`config.mk`:
```
export PLATFORM = sky130hd
export DESIGN_NAME = kaliski_almost_inv
export DESIGN_NICKNAME = d
export VERILOG_FILES = /design/src/rtl/kaliski_almost_inv.sv
export SDC_FILE = /design/constraint.sdc
export NUM_CORES = 1
export LEC_CHECK = 0
export ABC_CLOCK_PERIOD_IN_PS = 5100
export CAP_MARGIN = 5
export CORE_MARGIN = 1
export CORE_UTILIZATION = 50
export CTS_CLUSTER_DIAMETER = 60
export DETAILED_ROUTE_END_ITERATION = 12
export PLACE_DENSITY = 0.73
export REMOVE_ABC_BUFFERS = 1
export SLEW_MARGIN = 20
export SYNTH_ARGS = -nofsm -noshare
export SYNTH_HDL_FRONTEND = slang
export SYNTH_SLANG_ARGS = --single-unit
```
`constraint.sdc`:
```
create_clock -name clk -period 5.1 [get_ports clk]
set_input_delay 1.275 -clock clk [delete_from_list [all_inputs] [get_ports clk]]
set_output_delay 1.275 -clock clk [all_outputs]
set_load 0.05 [all_outputs]
```
`src/rtl/kaliski_almost_inv.sv`:
```
// Kaliski almost-inverse engine: for odd p and 0 < a < p, returns a^-1 * 2^k mod p
// together with the iteration count k, or err when the operands are invalid or share a factor.
module compare_32bit (
  input  logic [31:0] a,
  input  logic [31:0] b,
  output logic        gt
);
  always_comb begin
    gt = (a > b);
  end
endmodule

module kaliski_almost_inv #(
  parameter int W = 32
) (
  input  logic         clk,
  input  logic         rst_n,
  input  logic         start,
  input  logic [W-1:0] a,
  input  logic [W-1:0] p,
  output logic         busy,
  output logic         done,
  output logic [W-1:0] result,
  output logic [6:0]   k,
  output logic         err
);

  typedef enum logic [2:0] {IDLE, LOAD, ITER, FIX, DONE} state_t;

  state_t       state, state_nx;
  logic [W-1:0] a_q, p_q;
  logic [W-1:0] u, v, u_nx, v_nx;
  logic [W:0]   r, s, r_nx, s_nx;
  logic [6:0]   cnt;
  logic         u_gt_v;
  logic         invalid;
  logic         r_ge_p;
  logic [W-1:0] fix_val;

  compare_32bit u_cmp (
    .a  (u),
    .b  (v),
    .gt (u_gt_v)
  );

  always_comb begin
    invalid = ~p_q[0] | (a_q == '0) | (a_q >= p_q);
    r_ge_p  = (r >= {1'b0, p_q});
    // Only the low W bits of 2p-r / p-r are needed, so modular W-bit arithmetic suffices.
    fix_val = r_ge_p ? ((p_q << 1) - r[W-1:0]) : (p_q - r[W-1:0]);
  end

  always_comb begin
    u_nx = u;
    v_nx = v;
    r_nx = r;
    s_nx = s;
    if (!u[0]) begin
      u_nx = u >> 1;
      s_nx = s << 1;
    end else if (!v[0]) begin
      v_nx = v >> 1;
      r_nx = r << 1;
    end else if (u_gt_v) begin
      u_nx = (u - v) >> 1;
      r_nx = r + s;
      s_nx = s << 1;
    end else begin
      v_nx = (v - u) >> 1;
      s_nx = s + r;
      r_nx = r << 1;
    end
  end

  always_ff @(posedge clk or negedge rst_n) begin
    if (!rst_n) state <= IDLE;
    else        state <= state_nx;
  end

  // Leaving ITER on the step that zeroes v saves the idle v==0 cycle,
  // giving done after edge k+3; the explicit v==0 test is a fallback.
  always_comb begin
    state_nx = state;
    busy     = (state != IDLE);
    done     = (state == DONE);
    case (state)
      IDLE:    if (start) state_nx = LOAD;
      LOAD:    state_nx = invalid ? DONE : ITER;
      ITER:    if ((v == '0) || (v_nx == '0)) state_nx = FIX;
      FIX:     state_nx = DONE;
      DONE:    state_nx = IDLE;
      default: state_nx = IDLE;
    endcase
  end

  always_ff @(posedge clk or negedge rst_n) begin
    if (!rst_n) begin
      a_q    <= '0;
      p_q    <= '0;
      u      <= '0;
      v      <= '0;
      r      <= '0;
      s      <= '0;
      cnt    <= '0;
      result <= '0;
      k      <= '0;
      err    <= 1'b0;
    end else begin
      case (state)
        IDLE: begin
          if (start) begin
            a_q <= a;
            p_q <= p;
          end
        end
        LOAD: begin
          result <= '0;
          k      <= '0;
          if (invalid) begin
            err <= 1'b1;
          end else begin
            err <= 1'b0;
            u   <= p_q;
            v   <= a_q;
            r   <= '0;
            s   <= {{W{1'b0}}, 1'b1};
            cnt <= '0;
          end
        end
        ITER: begin
          if (v != '0) begin
            u   <= u_nx;
            v   <= v_nx;
            r   <= r_nx;
            s   <= s_nx;
            cnt <= cnt + 7'd1;
          end
        end
        FIX: begin
          k <= cnt;
          if (u != {{(W-1){1'b0}}, 1'b1}) begin
            err    <= 1'b1;
            result <= '0;
          end else begin
            err    <= 1'b0;
            result <= fix_val;
          end
        end
        default: ;
      endcase
    end
  end

endmodule

```
======== Word-level counts from Yosys, hierarchy flattened ========
Cells that the tools add are included.
cells by class
  $lt $le $gt $ge ......................... 3
  reductions and logical operators ........ 15
  equal/unequal tests ..................... 12
  bitwise logic cells ..................... 3
  $add $sub $neg .......................... 6
  muxes and demuxes ....................... 38
operator list
  kind                   count
  $mux W32               12
  $mux W33               10
  $pmux W32 S2           3
  $pmux W33 S2           2
  $sub A32 B32 Y32       4
  $logic_not A32 Y1      3
  $add A33 B33 Y33       1
  $ge A33 B32 Y1         1
  $ge A32 B32 Y1         1
  $gt A32 B32 Y1         1
  $ne A32 B1 Y1 const B  1
  $reduce_bool A32 Y1    1
  $pmux W7 S2            2
  $mux W7                2
  $pmux W3 S4            1
  $ne A2 B2 Y1 const B   5
  $mux W3                3
  $reduce_and A4 Y1      2
  $add A7 B1 Y7 const B  1
  $eq A3 B2 Y1 const B   2
  $reduce_and A5 Y1      1
  $reduce_and A2 Y1      2
  $reduce_bool A2 Y1     2
  $eq A3 B1 Y1 const B   1
  11 further kinds       13
word-level totals
  bits in registers ....................... 244
  input bits .............................. 67
  word-level logic and storage cells ...... 89

======== Longest topological paths before layout ========
Gate-level depths: netlist of run 1.
  word-level depth ........................ 8
  mapped depth ............................ 27
  gate-level depth less buffers ........... 26

======== By module ========
From an unflattened synthesis of run 1, not the netlist that was laid out.
unflattened totals
  cell total of the unflattened synthesis .. 2448
  area, all modules ....................... 20114.3 um^2
modules (own cells, without submodules)
  module              area each (um^2)  sequential area each (um^2)  instances  cells an instance
  kaliski_almost_inv  19308.5           6105.9                       1          2336
  compare_32bit       805.8             0.0                          1          112

======== Worst setup path after synthesis of run 1 ========
OpenSTA, ideal clock, no wires.
  path type ............................... reg-to-reg
  start point ............................. reg r[1]
  end point ............................... reg result[30]
  slack ................................... -0.140 ns
  cell stages (with the launch flop) ...... 25
  library setup time ...................... 0.129 ns
  path buffers ............................ 1
  arrival time ............................ 5.111 ns
  period minus slack after synthesis ...... 5.240 ns
  cell sequence ........................... dfrtp_1 > ha_1 > nor2b_1 > o21ai_0 > a21oi_1 > o31ai_1 > nand2b_1 > a21oi_1 > o31ai_1 > a21oi_1 > clkbuf_1 > mux2_2 > fa_1 > a211oi_1 > o21a_1 > o21ai_1 > o311ai_1 > a21oi_1 > o311ai_1 > a21oi_1 > a31o_2 > a21o_1 > a21o_1 > xnor2_1 > o21ai_1
on the way
  longest elaborated chain between the ends .. 4
RTL lines
  element                                             line    text
  start, declared                                     33      logic [W:0] r, s, r_nx, s_nx;
  start signal, assigned                              134     r <= r_nx;
  $sub A32 B32 Y32 or $ge A33 B32 Y1 (tied branches)  50, 48
  $mux W32 *                                          50      fix_val = r_ge_p ? ((p_q << 1) - r[W-1:0]) : (p_q - r[W-1:0]);
  $mux W32 *                                          141     if (u != {{(W-1){1'b0}}, 1'b1}) begin
  $pmux W32 S2 *                                      109     case (state)
  end signal, assigned                                146     result <= fix_val;
  end, declared                                       23      output logic [W-1:0] result,
Mark *: on every way between the ends. The rest lies on a longest branch, timed or not.
A chain may end at the register's enable or synchronous reset.

======== Worst setup path in the final report of run 1 ========
  start point ............................. reg r[4]
  end point ............................... reg result[30]
The elaborated chain is that of the path after synthesis.

==> results of run 1 <==
-- state kept, by name, summed over array words and instances (netlist names) --
signal and count:
result 32, p_q 32, cnt 7, state 3, s 33, a_q 32
err 1, r 33, u 32, v 32, k 7
-- report_power, final --
part / switching (mW) / total [mW] / internal [mW]
logic: 7.57 / 12.4 / 4.82
clock network: 0.879 / 2.32 / 1.44
registers: 0.794 / 3.30 / 2.51
total: 9.24 / 18.0 / 8.77
-- metrics by stage --
stage	cells	utilization, %
after floorplan	2228	-
after global placement	2980	57.3
after detailed placement	2980	57.3
after CTS	3038	60.5
after global routing	3047	61.1
final	3047	61.1
-- cell type report --
cell class | count | area share (%)
Timing Repair Buffer | 257 | 9.95
Multi-Input combinational cell | 1827 | 53.9
Clock inverter | 13 | 0.959
Sequential cell | 244 | 26.3
Tap cell | 511 | 2.75
Clock buffer | 38 | 3.57
Inverter | 157 | 2.54
-- worst max-delay path by stage --
stage | from | to | slack [ps] | cells after the start
finish | r[4]$_DFFE_PN0P_ | result[30]$_DFFE_PN0P_ | -60 | 24
global placement | p_q[1]$_DFFE_PN0P_ | result[30]$_DFFE_PN0P_ | -130 | 28
global route | p_q[18]$_DFFE_PN0P_ | result[30]$_DFFE_PN0P_ | -310 | 28
CTS | r[4]$_DFFE_PN0P_ | result[30]$_DFFE_PN0P_ | 1 | 24
detailed placement | p_q[1]$_DFFE_PN0P_ | result[30]$_DFFE_PN0P_ | -320 | 28
floorplan | r[1]$_DFFE_PN0P_ | result[30]$_DFFE_PN0P_ | -1550 | 23
-- critical path, cell delays in order, from the launching register on --
cell and delay [ps]:
dfrtp_1 390, ha_1 310, a21o_1 170, a21oi_2 110, nor2b_1 50, o31ai_1 280
nand2b_1 140, a21oi_2 200, o31ai_4 80, a21oi_4 230, mux2_4 350, fa_2 360
a211oi_2 270, o21a_1 190, o21ai_2 100, o311ai_2 270, buf_4 190, a21oi_4 60
o311ai_4 300, a21oi_2 120, a31o_2 240, a21o_1 180, a21o_1 190, xnor2_1 160
o21ai_1 70
-- kinds of logic after synthesis --
group / Yosys count
xor gates and xnor gates: 110
buffers and inverters: 276
AOI/OAI and AO/OA: 778
muxes: 65
DFF: 244
and+or+nand+nor: 677
adders and majority gates: 197
-- per-layer routing --
metal / track usage, % / share of wire [%] / vias to the layer above
met5: 0 / 0 / -
li1: - / - / 8815
met4: 14.6 / 4.6 / 0
met3: 4.83 / 8.4 / 174
met1: 45.2 / 42 / 9134
met2: 52.7 / 45 / 842
-- what timing repair did --
action / CTS / global route
pin swaps: 25 / 16
cloned: 1 / 0
resized for setup: 21 / 25
setup buffers: 6 / 8
endpoints found under the setup margin: 5 / 10
-- cells in the final DEF (no fill, tap or decap), types with 17 or more instances in the layout --
| master | count |
|---|---|
| xor2_1 | 47 |
| nand4_1 | 31 |
| clkbuf_16 | 29 |
| nor2b_1 | 18 |
| dfrtp_1 | 244 |
| o21a_1 | 20 |
| a31oi_1 | 27 |
| mux2_2 | 36 |
| o21ai_0 | 248 |
| o31ai_1 | 34 |
| a221o_1 | 17 |
| nor4_1 | 26 |
| o21ai_1 | 21 |
| inv_1 | 155 |
| xnor2_1 | 62 |
| buf_4 | 141 |
| ha_1 | 191 |
| nand2b_1 | 22 |
| mux2i_1 | 28 |
| a21oi_1 | 156 |
| nand2_1 | 286 |
| a21o_1 | 62 |
| a211oi_1 | 18 |
| clkdlybuf4s50_1 | 107 |
| nand3_1 | 47 |
| nor3_1 | 26 |
| nor2_1 | 156 |
==> results.sh, run 1 <==
export IMPL_io_pins=109
export IMPL_gp_congestion=0.957
export IMPL_drt_total_wl_um=65700
export IMPL_h_tree_depth=1
export IMPL_holdWs_ps=482
export IMPL_post_drt_wl_per_cell_um=21.5
export IMPL_finalInstanceArea_um2=23200
export IMPL_nFillCells=3374
export IMPL_yosys_cell_types_count=91
export IMPL_finalPower_mw=18.0
export IMPL_post_route_period_util_pct=101
export IMPL_cts_tree="yes"
export IMPL_min_path_type="reg -> reg"
export IMPL_synth_top_cell_area_share_pct=31.4
export IMPL_max_clock_path_buffers=3
export IMPL_final_nets=2780
export IMPL_mappedNetlistArea_um2=19500
export IMPL_r2r_end="result[30]$_DFFE_PN0P_"
export IMPL_skew_ps=17.7
export IMPL_ant_nets=0
export IMPL_numCtsBuffers=29
export IMPL_die_y_um=199
export IMPL_outcome="complete, but fails checks"
export IMPL_path_class="reg -> reg"
export IMPL_hold_viol=0
export IMPL_multiInputGateArea_um2=12500
export IMPL_synth_top_family_by_area="compound AO/OA/AOI/OAI gates"
export IMPL_grt_first_pass_wirelength_um=103000
export IMPL_rsz0062_at_grt="yes"
export IMPL_reg2reg_slack_ps=-60
export IMPL_power_density_nw_per_um2=776
export IMPL_overflow=0
export IMPL_ys_seq_elements=244
export IMPL_clk_pin_slew_worst_paths_ps=70
export IMPL_worst_pin_slew_ps=1080
export IMPL_hpwlAfterDp_um=49100
export IMPL_seq_area_um2=6110
export IMPL_synth_compound_area_share_pct=25.7
export IMPL_hold_path_endpoint="k[3]$_DFFE_PN0P_"
export IMPL_synth_edff_count=0
export IMPL_netlist_instances=2347
export IMPL_max_freq_ghz=0.194
export IMPL_report_final_slew_viol_count=0
export IMPL_die_area_um2=39700
export IMPL_cap_violations=0
export IMPL_fin_ws_ps=-56.5
export IMPL_tns_ps=-56.5
export IMPL_reg2reg_from="r[4]$_DFFE_PN0P_"
export IMPL_ctsHoldBuffers=0
export IMPL_final_layout_size_suffix_gt1_share_pct=12.4
export IMPL_synth_top_area_cell="dfrtp_1"
export IMPL_grt_pass1_vias=18500
export IMPL_crit_arrival_ps=5580
export IMPL_start_util_pct=51.2
export IMPL_diodes=0
export IMPL_synth_xor_area_share_pct=4.95
export IMPL_min_period_ps=5160
export IMPL_p_leak_nw=10.5
export IMPL_via_per_inst=6.22
export IMPL_fp_row_count=71
export IMPL_core_area_um2=38000
export IMPL_cp_end_kind="register"
export IMPL_synthTopCellsByArea="dfrtp_1 31%, ha_1 12%, o21ai_0 6.5%, nand2_1 5.6%, a21oi_1 4.2%"
export IMPL_clock_latency_ps=580
export IMPL_cp_max_fo=3
export IMPL_drc=0
export IMPL_drtIter0Drc=2239
export IMPL_cts_num_sinks=244
export IMPL_ys_flop_type="dfrtp_1"
export IMPL_grt_usage_pct=33.3
export IMPL_yosys_area_share_simple_pct=16.0
export IMPL_area_growth_pct=19.3
export IMPL_relSlewSlack_pct=27.6
export IMPL_synth_adder_area_share_pct=12.8
export IMPL_synth_most_common_cell="nand2_1"
export IMPL_placed_area_um2=21800
export IMPL_required_ps=5520
export IMPL_ys_seq_area_share_pct=31.4
export IMPL_synth_mux_area_share_pct=3.58
export IMPL_yosys_warnings=0
export IMPL_synthTopCellsByCount="288 x nand2_1, 252 x o21ai_0, 244 x dfrtp_1"
export IMPL_setup_viol=1
export IMPL_whs_path_depth=2
export IMPL_root_buffer="clkbuf_16"
export IMPL_r2r_cells=24
export IMPL_antenna_found_initial=0
export IMPL_min_from="k[3]$_DFFE_PN0P_"
export IMPL_grt_start_max_net_pins=128
export IMPL_postSynthAreaPerCell_um2=8.29
export IMPL_first_pass_iters=8
export IMPL_portBuffers=108
export IMPL_ir_worst_vdd_mv=0.449
export IMPL_worstSetupStartpointType="register"
export IMPL_async_reset_ff_share_pct=100
export IMPL_violations="negative setup slack"
export IMPL_die_w_um=199
export IMPL_dp_slack_ps=-318
export IMPL_vias=19000
Note: power is estimated with default switching activity, not from simulation.
==> inputs of run 2 (changes only) <==
PLACE_DENSITY = 0.7   (was 0.73)
==> results.sh, run 2 (synthesis gave the netlist of run 1 again) <==
export IMPL_outcome="complete, but fails checks"
export IMPL_violations="negative setup slack"
export IMPL_layout_commonest_cell="nand2_1"
export IMPL_ant_nets=0
export IMPL_layout_common_cells="285 x nand2_1, 250 x o21ai_0, 244 x dfrtp_1"
export IMPL_fp_row_count=71
export IMPL_rsz0062_at_grt="yes"
export IMPL_max_clock_path_buffers=3
export IMPL_crit_top_cell="a21o_1"
export IMPL_tns_ps=-13.7
export IMPL_grt_pass1_vias=18100
export IMPL_slowest_delay_ps=360
export IMPL_numCtsBuffers=28
export IMPL_relSlewSlack_pct=29.2
export IMPL_finalInstanceArea_um2=23000
export IMPL_grt_usage_pct=33.2
export IMPL_cp_max_fo=16
export IMPL_cp_end_kind="register"
export IMPL_reg_largest_list="r (33), s (33)"
export IMPL_final_layout_size_suffix_gt1_share_pct=11.9
export IMPL_hpwlAfterDp_um=49400
export IMPL_io_pins=109
export IMPL_antenna_found_initial=0
export IMPL_path_class="reg -> reg"
export IMPL_via_per_inst=6.14
export IMPL_overflow=0
export IMPL_min_period_ps=5110
export IMPL_root_buffer="clkbuf_16"
export IMPL_core_area_um2=38000
export IMPL_grt_first_pass_wirelength_um=102000
export IMPL_first_pass_iters=7
export IMPL_clock_latency_ps=560
export IMPL_ir_worst_vdd_mv=0.418
export IMPL_final_nets=2778
export IMPL_setup_viol=1
export IMPL_final_cells=3044
export IMPL_post_route_period_util_pct=100
export IMPL_p_leak_nw=10.4
export IMPL_report_final_slew_viol_count=0
export IMPL_drt_total_wl_um=65300
export IMPL_h_tree_depth=1
export IMPL_grt_start_max_net_pins=109
export IMPL_hold_viol=0
export IMPL_holdWs_ps=477
export IMPL_die_w_um=199
export IMPL_clk_pin_slew_worst_paths_ps=60
export IMPL_skew_ps=12.3
export IMPL_max_freq_ghz=0.196
export IMPL_power_density_nw_per_um2=769
export IMPL_die_y_um=199
export IMPL_post_drt_wl_per_cell_um=21.5
export IMPL_fin_ws_ps=-13.7
export IMPL_worst_pin_slew_ps=1060
export IMPL_cts_num_sinks=244
export IMPL_min_path_type="reg -> reg"
export IMPL_utilization_pct=60.5
export IMPL_worstSetupStartpointType="register"
export IMPL_placed_area_um2=21800
export IMPL_drtIter0Drc=1814
export IMPL_nFillCells=3392
export IMPL_placed_cells=2985
export IMPL_required_ps=5510
export IMPL_die_area_um2=39700
export IMPL_gp_congestion=0.980
export IMPL_cts_tree="yes"
export IMPL_start_util_pct=51.2
export IMPL_area_growth_pct=18.3
export IMPL_drc=0
export IMPL_vias=18700
export IMPL_critPathSlowestCell="dfrtp_1"
export IMPL_portBuffers=108
export IMPL_cap_violations=0
export IMPL_diodes=0
export IMPL_crit_arrival_ps=5520
## run 2: cell count changes in the layout (fill, tap and decap cells not counted), sizes merged
cell	change
clkinvlp	+1
clkinv	-2
inv	-1
clkbuf	+4
bufinv	-4
buf	-1
## run 2: worst paths after layout
path	startpoint	cells after the start	to	slack, ps
worst min-delay path	result[26]$_DFFE_PN0P_	2	result[26]$_DFFE_PN0P_	480
worst max register to register	p_q[18]$_DFFE_PN0P_	28	result[30]$_DFFE_PN0P_	-10
worst min register to register	result[26]$_DFFE_PN0P_	2	result[26]$_DFFE_PN0P_	480
worst max-delay path	p_q[18]$_DFFE_PN0P_	28	result[30]$_DFFE_PN0P_	-10
max in group asynchronous	rst_n	2	u[9]$_DFFE_PN0P_	3300
min in group asynchronous	rst_n	1	result[10]$_DFFE_PN0P_	780
## run 2: timing repair
action	in CTS	in global routing
setup endpoints to repair	7	10
cloned	1	0
setup buffers	2	7
resized for setup	17	23
hold buffers	0	0
pin swaps	13	33
## run 2: power by group
| group | switching (mW) | internal [mW] |
|---|---|---|
| Combinational | 7.53 | 4.80 |
| Clock | 0.828 | 1.22 |
| Sequential | 0.821 | 2.51 |
## run 2: final cells by class
type / count / area (um2) / area share, %
multi-input cells: 1827 / 12500 / 54.4
flip-flops and latches: 244 / 6110 / 26.5
repair buffers: 256 / 2250 / 9.76
clock buffers: 42 / 835 / 3.63
well taps: 511 / 639 / 2.78
inverters: 157 / 589 / 2.56
clock inverters: 7 / 87.6 / 0.380
## run 2: layer usage
| layer | routed length (um) | part of all wire, % | vias up | GRT usage, % |
|---|---|---|---|---|
| li1 | - | - | 8789 | - |
| met1 | 29000 | 44 | 8998 | 46.7 |
| met2 | 29100 | 45 | 765 | 52.1 |
| met3 | 4960 | 7.6 | 125 | 4.46 |
| met4 | 2220 | 3.4 | 0 | 11.3 |
| met5 | 0 | 0 | - | 0 |
## run 2: worst max-delay path: cells and delay by family, from the launching register on
family,cells,cell delay [ps]
buffers and inverters,5,610
AND/OR/NAND/NOR,2,190
AO/OA/AOI/OAI,17,2880
flip-flops,1,360
XOR/XNOR,1,140
adder cells (fa/ha/maj),3,750
## run 2: stage by stage
stage | total power [mW] | setup WS, ps
2_1_floorplan | 10.8 | -1550
3_3_place_gp | 14.8 | -150
3_5_place_dp | 14.9 | -309
4_1_cts | 17.2 | -44.6
5_1_grt | 18.9 | -264
6_report | 17.7 | -13.7
